`src/rtl/aim_servo_ctrl.sv`:
```
// Pan/tilt servo controller: once per frame it picks the lowest-index detected
// region, converts its pixel error from screen centre into a deadbanded,
// gain-scaled and clamped step, and applies it to two 50 Hz PWM outputs.
module aim_servo_ctrl #(
    parameter int CLK_HZ     = 25_000_000,
    parameter int PWM_PERIOD = 500_000,
    parameter int POS_MIN    = 25_000,
    parameter int POS_MAX    = 50_000,
    parameter int POS_CENTER = 37_500,
    parameter int CENTER_X   = 320,
    parameter int CENTER_Y   = 240,
    parameter int DEADBAND   = 4,
    parameter int GAIN       = 20,
    parameter int MAX_STEP   = 1000,
    parameter bit PAN_INV    = 1'b0,
    parameter bit TILT_INV   = 1'b0
) (
    input  logic             clk,
    input  logic             reset,
    input  logic             v_sync,
    input  logic [15:0][9:0] aim_x_all,
    input  logic [15:0][9:0] aim_y_all,
    input  logic [15:0]      aim_detected_all,
    input  logic             target_off,
    output logic             pan_pwm,
    output logic             tilt_pwm,
    output logic [15:0]      pan_pos,
    output logic [15:0]      tilt_pos,
    output logic             track_valid,
    output logic             lock
);

    // Reject parameter sets that cannot produce a valid servo pulse.
    if (CLK_HZ < 1 || PWM_PERIOD <= POS_MAX || POS_MIN > POS_MAX) begin : g_bad_params
        $error("aim_servo_ctrl: inconsistent timing parameters");
    end

    localparam logic signed [11:0] CX_S    = 12'(CENTER_X);
    localparam logic signed [11:0] CY_S    = 12'(CENTER_Y);
    localparam logic signed [11:0] DB_S    = 12'(DEADBAND);
    localparam logic signed [23:0] GAIN_S  = 24'(GAIN);
    localparam logic signed [23:0] MAX_S24 = 24'(MAX_STEP);
    localparam logic signed [17:0] MAX_S18 = 18'(MAX_STEP);
    localparam logic signed [17:0] PMIN_S  = 18'(POS_MIN);
    localparam logic signed [17:0] PMAX_S  = 18'(POS_MAX);
    localparam logic signed [17:0] PCTR_S  = 18'(POS_CENTER);
    localparam logic [15:0]        PCTR_U  = 16'(POS_CENTER);
    localparam logic [31:0]        CNT_TOP = 32'(PWM_PERIOD - 1);

    typedef enum logic [1:0] {IDLE, SELECT, ERROR, STEP} state_t;

    state_t state, state_nxt;
    logic   v_sync_d;
    logic   frame_edge;

    logic [3:0]         sel_idx;
    logic               sel_found;
    logic [9:0]         aim_x_p0, aim_y_p0;
    logic               found_p0, toff_p0;
    logic signed [23:0] step_pan_p1, step_tilt_p1;

    logic [31:0] cnt;
    logic [15:0] pan_width, tilt_width;

    // Deadband, gain, clamp to +/-MAX_STEP, then optional axis inversion.
    function automatic logic signed [23:0] calc_step(input logic signed [11:0] err,
                                                     input logic inv);
        logic signed [11:0] mag;
        logic signed [23:0] prod;
        logic signed [23:0] lim;
        mag  = (err < 0) ? -err : err;
        prod = 24'(err) * GAIN_S;
        if (mag <= DB_S)
            lim = '0;
        else if (prod > MAX_S24)
            lim = MAX_S24;
        else if (prod < -MAX_S24)
            lim = -MAX_S24;
        else
            lim = prod;
        return inv ? -lim : lim;
    endfunction

    // Saturate a tentative position into the legal pulse-width range.
    function automatic logic [15:0] clamp_pos(input logic signed [17:0] v);
        if (v < PMIN_S)
            return 16'(PMIN_S);
        else if (v > PMAX_S)
            return 16'(PMAX_S);
        else
            return v[15:0];
    endfunction

    // Move one axis toward home by at most MAX_STEP, landing exactly on it.
    function automatic logic [15:0] toward_center(input logic [15:0] pos);
        logic signed [17:0] diff;
        diff = signed'({2'b00, pos}) - PCTR_S;
        if (diff > MAX_S18)
            return 16'(signed'({2'b00, pos}) - MAX_S18);
        else if (diff < -MAX_S18)
            return 16'(signed'({2'b00, pos}) + MAX_S18);
        else
            return PCTR_U;
    endfunction

    assign frame_edge = v_sync & ~v_sync_d;

    // Lowest set bit of the detected mask wins.
    always_comb begin
        sel_idx   = 4'd0;
        sel_found = 1'b0;
        for (int i = 15; i >= 0; i--) begin
            if (aim_detected_all[i]) begin
                sel_idx   = 4'(i);
                sel_found = 1'b1;
            end
        end
    end

    // FSM state register and frame-sync delay.
    always_ff @(posedge clk) begin
        if (!reset) begin
            state    <= IDLE;
            v_sync_d <= 1'b0;
        end else begin
            state    <= state_nxt;
            v_sync_d <= v_sync;
        end
    end

    // Next state: one pass per accepted frame edge, edges outside IDLE dropped.
    always_comb begin
        state_nxt = state;
        case (state)
            IDLE:    if (frame_edge) state_nxt = SELECT;
            SELECT:  state_nxt = ERROR;
            ERROR:   state_nxt = STEP;
            STEP:    state_nxt = IDLE;
            default: state_nxt = IDLE;
        endcase
    end

    // SELECT -> ERROR: capture the chosen target and the timeout flag.
    always_ff @(posedge clk) begin
        if (state == SELECT) begin
            aim_x_p0 <= aim_x_all[sel_idx];
            aim_y_p0 <= aim_y_all[sel_idx];
            found_p0 <= sel_found;
            toff_p0  <= target_off;
        end
    end

    // ERROR -> STEP: pixel error to per-axis step.
    always_ff @(posedge clk) begin
        if (state == ERROR) begin
            step_pan_p1  <= calc_step(signed'({2'b00, aim_x_p0}) - CX_S, PAN_INV);
            step_tilt_p1 <= calc_step(signed'({2'b00, aim_y_p0}) - CY_S, TILT_INV);
        end
    end

    // STEP -> IDLE: apply step, return home on timeout, or hold.
    always_ff @(posedge clk) begin
        if (!reset) begin
            pan_pos     <= PCTR_U;
            tilt_pos    <= PCTR_U;
            track_valid <= 1'b0;
            lock        <= 1'b0;
        end else if (state == STEP) begin
            if (found_p0) begin
                pan_pos     <= clamp_pos(signed'({2'b00, pan_pos}) + 18'(step_pan_p1));
                tilt_pos    <= clamp_pos(signed'({2'b00, tilt_pos}) + 18'(step_tilt_p1));
                track_valid <= 1'b1;
                lock        <= (step_pan_p1 == '0) && (step_tilt_p1 == '0);
            end else begin
                if (toff_p0) begin
                    pan_pos  <= toward_center(pan_pos);
                    tilt_pos <= toward_center(tilt_pos);
                end
                track_valid <= 1'b0;
                lock        <= 1'b0;
            end
        end
    end

    // PWM period counter; widths latch only on the last count of a period.
    always_ff @(posedge clk) begin
        if (!reset) begin
            cnt        <= '0;
            pan_width  <= PCTR_U;
            tilt_width <= PCTR_U;
            pan_pwm    <= 1'b0;
            tilt_pwm   <= 1'b0;
        end else begin
            pan_pwm  <= (cnt < {16'd0, pan_width});
            tilt_pwm <= (cnt < {16'd0, tilt_width});
            if (cnt == CNT_TOP) begin
                cnt        <= '0;
                pan_width  <= pan_pos;
                tilt_width <= tilt_pos;
            end else begin
                cnt <= cnt + 32'd1;
            end
        end
    end

endmodule

```
`config.mk`:
```
export PLATFORM = sky130hd
export DESIGN_NAME = aim_servo_ctrl
export DESIGN_NICKNAME = d
export VERILOG_FILES = /design/src/rtl/aim_servo_ctrl.sv
export SDC_FILE = /design/constraint.sdc
export NUM_CORES = 1
export LEC_CHECK = 0
export CORE_MARGIN = 5
export CORE_UTILIZATION = 55
export DETAILED_ROUTE_END_ITERATION = 10
export PLACE_DENSITY = 0.95
export SYNTH_ARGS = -nofsm -noshare
export SYNTH_HDL_FRONTEND = slang
export SYNTH_SLANG_ARGS = --single-unit
```
`constraint.sdc`:
```
create_clock -name clk -period 7.95 [get_ports clk]
set_input_delay 0.795 -clock clk [delete_from_list [all_inputs] [get_ports clk]]
set_output_delay 0.795 -clock clk [all_outputs]
set_load 0.005 [all_outputs]
```
==> results of run 1 <==
-- worst max-delay path, delay by kind of cell, from the launching register on --
kind / cells / cell delay (ns)
DFF: 1 / 0.53
adders and majority gates: 4 / 1.38
AOI/OAI and AO/OA: 2 / 0.46
and+or+nand+nor: 6 / 1.56
buffers and inverters: 2 / 0.15
xor gates and xnor gates: 1 / 0.27
-- power groups by stage --
stage	registers (mW)	logic [mW]	clock network (mW)
2_1_floorplan	1.09	2.74	0
3_3_place_gp	1.20	3.40	0
3_5_place_dp	1.20	3.51	0
4_1_cts	1.19	3.58	0.774
5_1_grt	1.21	4.00	0.804
6_report	1.20	3.67	0.775
-- metal layers --
metal,share of wire [%],vias up,wire length (um)
li1,-,6818,-
met1,35,7066,18840
met2,50,884,26710
met3,8.5,192,4507
met4,5.8,0,3088
met5,0,-,0
-- cells in the final DEF, fill, tap and decap left out, types with 52 or more instances in the layout --
| master | netlist | layout |
|---|---|---|
| mux4_2 | 80 | 80 |
| nor2_1 | 140 | 140 |
| inv_1 | 89 | 89 |
| ha_1 | 114 | 114 |
| clkdlybuf4s50_1 | 0 | 370 |
| nand2_1 | 119 | 118 |
| edfxtp_1 | 52 | 52 |
| dfxtp_1 | 95 | 95 |
| a21oi_1 | 92 | 91 |
| mux2i_1 | 64 | 64 |
| o21ai_0 | 65 | 65 |
-- worst paths after layout --
| path | to | slack [ns] | depth (start not counted) |
|---|---|---|---|
| setup / recovery | step_tilt_p1[7] | 3.45 | 15 |
| hold / removal | tilt_width[7] | 0.47 | 2 |
| setup reg to reg | step_tilt_p1[7] | 3.45 | 15 |
| hold reg to reg | tilt_width[7] | 0.47 | 2 |
-- final cells by class --
| class | instances | area (um^2) |
|---|---|---|
| Antenna cell | 10 | 25.02 |
| Clock buffer | 22 | 494.2 |
| Clock inverter | 10 | 68.82 |
| Fill cell | 1817 | 7093 |
| Inverter | 89 | 334.1 |
| Multi-Input combinational cell | 1298 | 10300 |
| Sequential cell | 147 | 3463 |
| Tap cell | 335 | 419.2 |
| Timing Repair Buffer | 381 | 3784 |
-- kinds of logic after synthesis --
logic type	Yosys count	share of synthesized area, %
buf+inv	184	5.064
xor+xnor	87	5.272
compound gates	444	21.18
fa+ha+maj	119	10.49
simple gates	499	17.03
other cells	1	0.02594
mux	145	16.98
flops	147	23.96
-- registers in the layout, indices dropped and copies added (netlist names) --
register / flops
aim_x_p0: 10
aim_y_p0: 10
cnt: 32
found_p0: 1
lock: 1
pan_pos: 14
pan_pwm: 1
pan_width: 14
state: 2
step_pan_p1: 15
step_tilt_p1: 15
tilt_pos: 14
tilt_pwm: 1
tilt_width: 14
toff_p0: 1
track_valid: 1
v_sync_d: 1
-- stage by stage --
step           hold WS, ns  setup slack, ns  total power, mW  instance area, um^2  instances
2_1_floorplan       0.4299            4.049            3.823                14470       1629
3_3_place_gp        0.4379            3.561            4.597                18300       2250
3_5_place_dp        0.4647            3.412            4.710                18300       2250
4_1_cts             0.4735            3.511            5.542                18870       2282
5_1_grt             0.4888            3.146            6.021                18880       2289
6_report            0.4742            3.454            5.645                18890       2292
==> summary.md, run 1 <==
| Metric | Value |
|---|---|
| First-pass GRT wire length | 79900 um |
| Io pins | 376 |
| Min Tclk post-route | 4.496 ns |
| Seq pwr share | 21.3% |
| Synth top area share | 13.16% |
| Count of final hold-check violations | 0 |
| Hold Buf Count CTS | 0 |
| Resized Gates After CTS | 0 |
| Met2 GRT Util | 60.27% |
| DRC viols | 0 |
| # H-tree levels | 4 |
| Crit path capture type | flop |
| Switching Share | 47.72% |
| Die W | 172.1 um |
| Yosys reg bits | 147 |
| Area growth from synthesis to layout | 30.70% |
| Max Freq | 0.2224 GHz |
| Routability cong. | 0.9664 |
| Die area | 29620 um^2 |
| RSZ-0062 raised after global routing | no |
| Post-DRT Antenna Nets | 0 |
| Vias | 14960 |
| Post-synth top area cell | dfxtp_1 |
| Sequential area share after synthesis | 23.96% |
| Share of layout cells above drive strength 1 | 7.242% |
| CP cell instances | ha_1 > and3_1 > nor3_1 > ha_1 > ha_1 > inv_1 > o31a_1 > xnor2_1 > nand4_1 > nor2_1 > nand4b_1 > ha_1 > nor2_1 > inv_1 > o2bb2ai_1 |
| Setup Skew | 0.01258 ns |
| Avg Cell Area, Syn | 8.889 um^2 |
| Pwr/cell area | 298.8 nW/um^2 |
| M3 GR Usage | 7.202% |
| Combinational power share | 65.0% |
| Worst-case vdd ir drop | 0.0001926 V |
| Top_reg_cell synth | dfxtp_1 |
| Gr usage total | 34.61% |
| Mapped cell area | 14450 um^2 |
| Final setup TNS | 0 ns |
| Worst skew pair latency | 0.43 ns |
| Initial drt markers | 1381 |
| Slew @ Worst Pin | 1.267 ns |
| Pins Over Slew Limit | 0 |
| Initial antenna violation count | 10 |
| Max cap viols | 0 |
| Initial core utilization | 55.62% |
| WL/cell | 23.19 um |
| Finish-stage setup viols | 0 |
| Lkg Pwr | 7.771 nW |
| Internal power | 2.951 mW |
| CTS Buffer Depth | 2 |
| Row cnt | 59 |
| Synth unique cells | 85 |
| Arr. time, crit path | 4.77 ns |
| CTS tree | yes |
| CTS Sinks | 147 |
| Yosys warnings | 0 |
| Overflow left after global routing | 0 |
| Die H | 172.1 um |
| Count leader, synth | nor2_1 |
| Critical Path Most Common Cell | ha_1 |
| Routed Wire Length | 53140 um |
| Slew headroom | 15.51% |
| Clock-pin slew on the worst setup and hold paths | 0.06 ns |
| Net load switching power | 2.694 mW |
| Pin count of the biggest net entering global routing | 62 |
| Hold Crit Class | reg -> reg |
| Post-CTS setup repair buffer count | 0 |
| CP max stage delay | 0.61 ns |
| Number of synthesized flops with an enable pin | 52 |
| Ys async rst share | 0% |
| Final cycle utilization of the critical path | 56.55% |
| Critical path's slowest cell | nor3_1 |
| DR vias/cell | 6.527 |
| Final nets | 2392 |
| Worst setup SP type | flop |
| DP Wirelength | 41530 um |
| Grt peak-use layer | met2 |
| Synth Instances | 1626 |
| Synth top cells by count | nor2_1 (140), nand2_1 (119), ha_1 (114) |
| Vias in the first global route | 14770 |
| Reg-to-Reg Start | aim_y_p0[4] |
| Top post-synthesis cells by area | dfxtp_1 (13%), mux4_2 (12%), edfxtp_1 (11%), ha_1 (9.9%), mux2i_1 (4.4%) |
| CTS root buffer | clkbuf_16 |
| Status | finished clean |
| CP Class | reg -> reg |
| Data required time of the critical path | 8.23 ns |
| Clk pwr share | 13.7% |
| Met1 GRT Util | 39.83% |
| Worst setup path startpoint | aim_y_p0[4] |
| DRT Pass-1 Iters | 5 |
| Port Buffers | 371 |
| Core Area | 25980 um^2 |
| CP Max Fanout | 10 |
| Layout Utilization | 72.70% |
| Cts bufs inserted | 17 |
| Hold wc startpoint | tilt_width[7] |
No activity file was read; power rests on OpenSTA's default activity.
==> inputs of run 2 (changes only) <==
--- a/config.mk
+++ b/config.mk
@@ -6,9 +6,9 @@
 export NUM_CORES = 1
 export LEC_CHECK = 0
 export CORE_MARGIN = 5
-export CORE_UTILIZATION = 55
+export CORE_UTILIZATION = 51
 export DETAILED_ROUTE_END_ITERATION = 10
-export PLACE_DENSITY = 0.95
+export PLACE_DENSITY = 0.89
 export SYNTH_ARGS = -nofsm -noshare
 export SYNTH_HDL_FRONTEND = slang
 export SYNTH_SLANG_ARGS = --single-unit
==> constraint.sdc (replaced) <==
create_clock -name clk -period 4.3 [get_ports clk]
set_input_delay 0.43 -clock clk [delete_from_list [all_inputs] [get_ports clk]]
set_output_delay 0.43 -clock clk [all_outputs]
set_load 0.005 [all_outputs]
==> summary.md, run 2 (same netlist as run 1, synthesis figures left out) <==
| Metric | Value |
|---|---|
| Status | finished clean |
| Routability cong. | 0.9746 |
| Initial antenna violation count | 2 |
| First-pass GRT wire length | 79450 um |
| Lkg Pwr | 7.960 nW |
| Switching Share | 47.02% |
| Routed Wire Length | 52280 um |
| Combinational power share | 66.3% |
| Cts bufs inserted | 17 |
| Pins Over Slew Limit | 0 |
| Clk pwr share | 14.3% |
| Internal power | 5.633 mW |
| CP max stage delay | 0.46 ns |
| Commonest non-fill, non-tap cells in the layout | clkdlybuf4s50_1 (370), nor2_1 (139), nand2_1 (118), ha_1 (112), dfxtp_1 (95) |
| CP Class | reg -> reg |
| Post-Layout Cell Count | 2361 |
| CP cell instances | inv_2 > ha_1 > nor2b_1 > or2_2 > inv_1 > ha_1 > ha_1 > o21ai_0 > nand2b_1 > o211a_1 > o21a_1 > o21ai_1 > xnor2_1 > nand4b_1 > ha_4 > nand2b_1 > o2bb2ai_1 |
| DP Wirelength | 41850 um |
| Slew @ Worst Pin | 1.188 ns |
| Met2 wire len | 27540 um |
| Initial core utilization | 51.88% |
| Finish-stage setup viols | 0 |
| Met3 routed WL | 3525 um |
| Port Buffers | 371 |
| Seq pwr share | 19.4% |
| CTS Sinks | 147 |
| CTS tree | yes |
| DRT Pass-1 Iters | 5 |
| Pwr/cell area | 551.5 nW/um^2 |
| Io pins | 376 |
| Net load switching power | 4.999 mW |
| CP Max Fanout | 10 |
| DRC viols | 0 |
| Die H | 178.3 um |
| Placement Setup Slack | 0.1737 ns |
| RSZ-0062 raised after global routing | no |
| Count of final hold-check violations | 0 |
| Final cycle utilization of the critical path | 94.44% |
| Core Area | 27860 um^2 |
| Row cnt | 61 |
| Max cap viols | 0 |
| Largest registers | cnt: 32 flops, step_pan_p1: 15 flops, step_tilt_p1: 15 flops |
| Data required time of the critical path | 4.47 ns |
| WHS | 0.4646 ns |
| Slew headroom | 20.44% |
| CTS root buffer | clkbuf_16 |
| Crit path capture type | flop |
| Area growth from synthesis to layout | 33.37% |
| Clock-pin slew on the worst setup and hold paths | 0.07 ns |
| Post-DRT Antenna Nets | 0 |
| Die W | 178.3 um |
| WL/cell | 22.14 um |
| DR top layer | met4 |
| Max Freq | 0.2463 GHz |
| Worst skew pair latency | 0.43 ns |
| Final worst slack | 0.2391 ns |
| Dpl cells | 2324 |
| Arr. time, crit path | 4.23 ns |
| CTS Buffer Depth | 2 |
| Gr usage total | 31.76% |
| Met1 WL | 18980 um |
| Final nets | 2426 |
| Min Tclk post-route | 4.061 ns |
| DR vias/cell | 6.276 |
| Final setup TNS | 0 ns |
| Share of layout cells above drive strength 1 | 9.137% |
| Worst setup SP type | flop |
| Vias in the first global route | 14970 |
| Setup Skew | 0.01143 ns |
| Overflow left after global routing | 0 |
| Die area | 31810 um^2 |
| Critical path's slowest cell | edfxtp_1 |
| Pin count of the biggest net entering global routing | 67 |
| Commonest non-fill, non-tap cell in the layout | clkdlybuf4s50_1 |
| Hold Crit Class | reg -> reg |
| Largest Register | cnt |
| Hold Buf Count CTS | 0 |
| Initial drt markers | 1218 |
| Worst-case vdd ir drop | 0.0003452 V |
| Vias | 14820 |
| Number of flip-flops in the largest register | 32 |
| # H-tree levels | 4 |
| Fill cells | 2031 |
| Critical Path Most Common Cell | ha_1 |
-- run 2: final timing paths --
| check | start | endpoint | slack [ns] | cells after the start |
|---|---|---|---|---|
| max reg2reg | aim_x_p0[6] | step_pan_p1[9] | 0.24 | 17 |
| max | aim_x_p0[6] | step_pan_p1[9] | 0.24 | 17 |
| min reg2reg | pan_width[11] | pan_width[11] | 0.46 | 2 |
| min | pan_width[11] | pan_width[11] | 0.46 | 2 |
-- run 2: worst max-delay path, delay by kind of cell (launching register included) --
kind,cells,cell delay [ns]
fa+ha+maj,4,1.16
simple gates,5,0.99
compound gates,5,0.77
flops,1,0.46
buf+inv,2,0.21
xor+xnor,1,0.21
-- run 2: area by class of cell --
| class | count | area, um^2 | share of cell area, % |
|---|---|---|---|
| well taps | 378 | 473.0 | 2.453 |
| diodes | 2 | 5.005 | 0.02596 |
| clock inverters | 15 | 168.9 | 0.8762 |
| inverters | 89 | 334.1 | 1.733 |
| multi-input cells | 1298 | 10340 | 53.66 |
| repair buffers | 415 | 4064 | 21.08 |
| flip-flops and latches | 147 | 3463 | 17.97 |
| clock buffers | 17 | 425.4 | 2.207 |
-- run 2: power groups by stage --
stage | Combinational, mW | Sequential, mW | Clock (mW)
after floorplan | 5.06 | 2.01 | 0
after global placement | 6.54 | 2.07 | 0
after detailed placement | 6.76 | 2.08 | 0
after CTS | 6.83 | 2.05 | 1.53
after global routing | 7.72 | 2.08 | 1.60
final | 7.04 | 2.06 | 1.53
-- run 2: through the flow --
stage          utilization [%]  area, um^2  power (mW)
2_1_floorplan                -       14470       7.068
3_3_place_gp             66.82       18620       8.608
3_5_place_dp             66.82       18620       8.845
4_1_cts                  68.96       19210       10.41
5_1_grt                  69.20       19280       11.40
6_report                 69.20       19280       10.63
-- run 2: per-layer routing --
metal / GRT usage [%] / vias up
li1: - / 6881
met1: 36.15 / 7072
met2: 59.13 / 713
met3: 5.256 / 151
met4: 12.22 / 0
met5: 0 / -
-- run 2: repair_timing --
action / 4_1_cts / 5_1_grt
setup buffers: 0 / 3
gates resized for setup: 0 / 9
setup endpoints to repair: 0 / 22
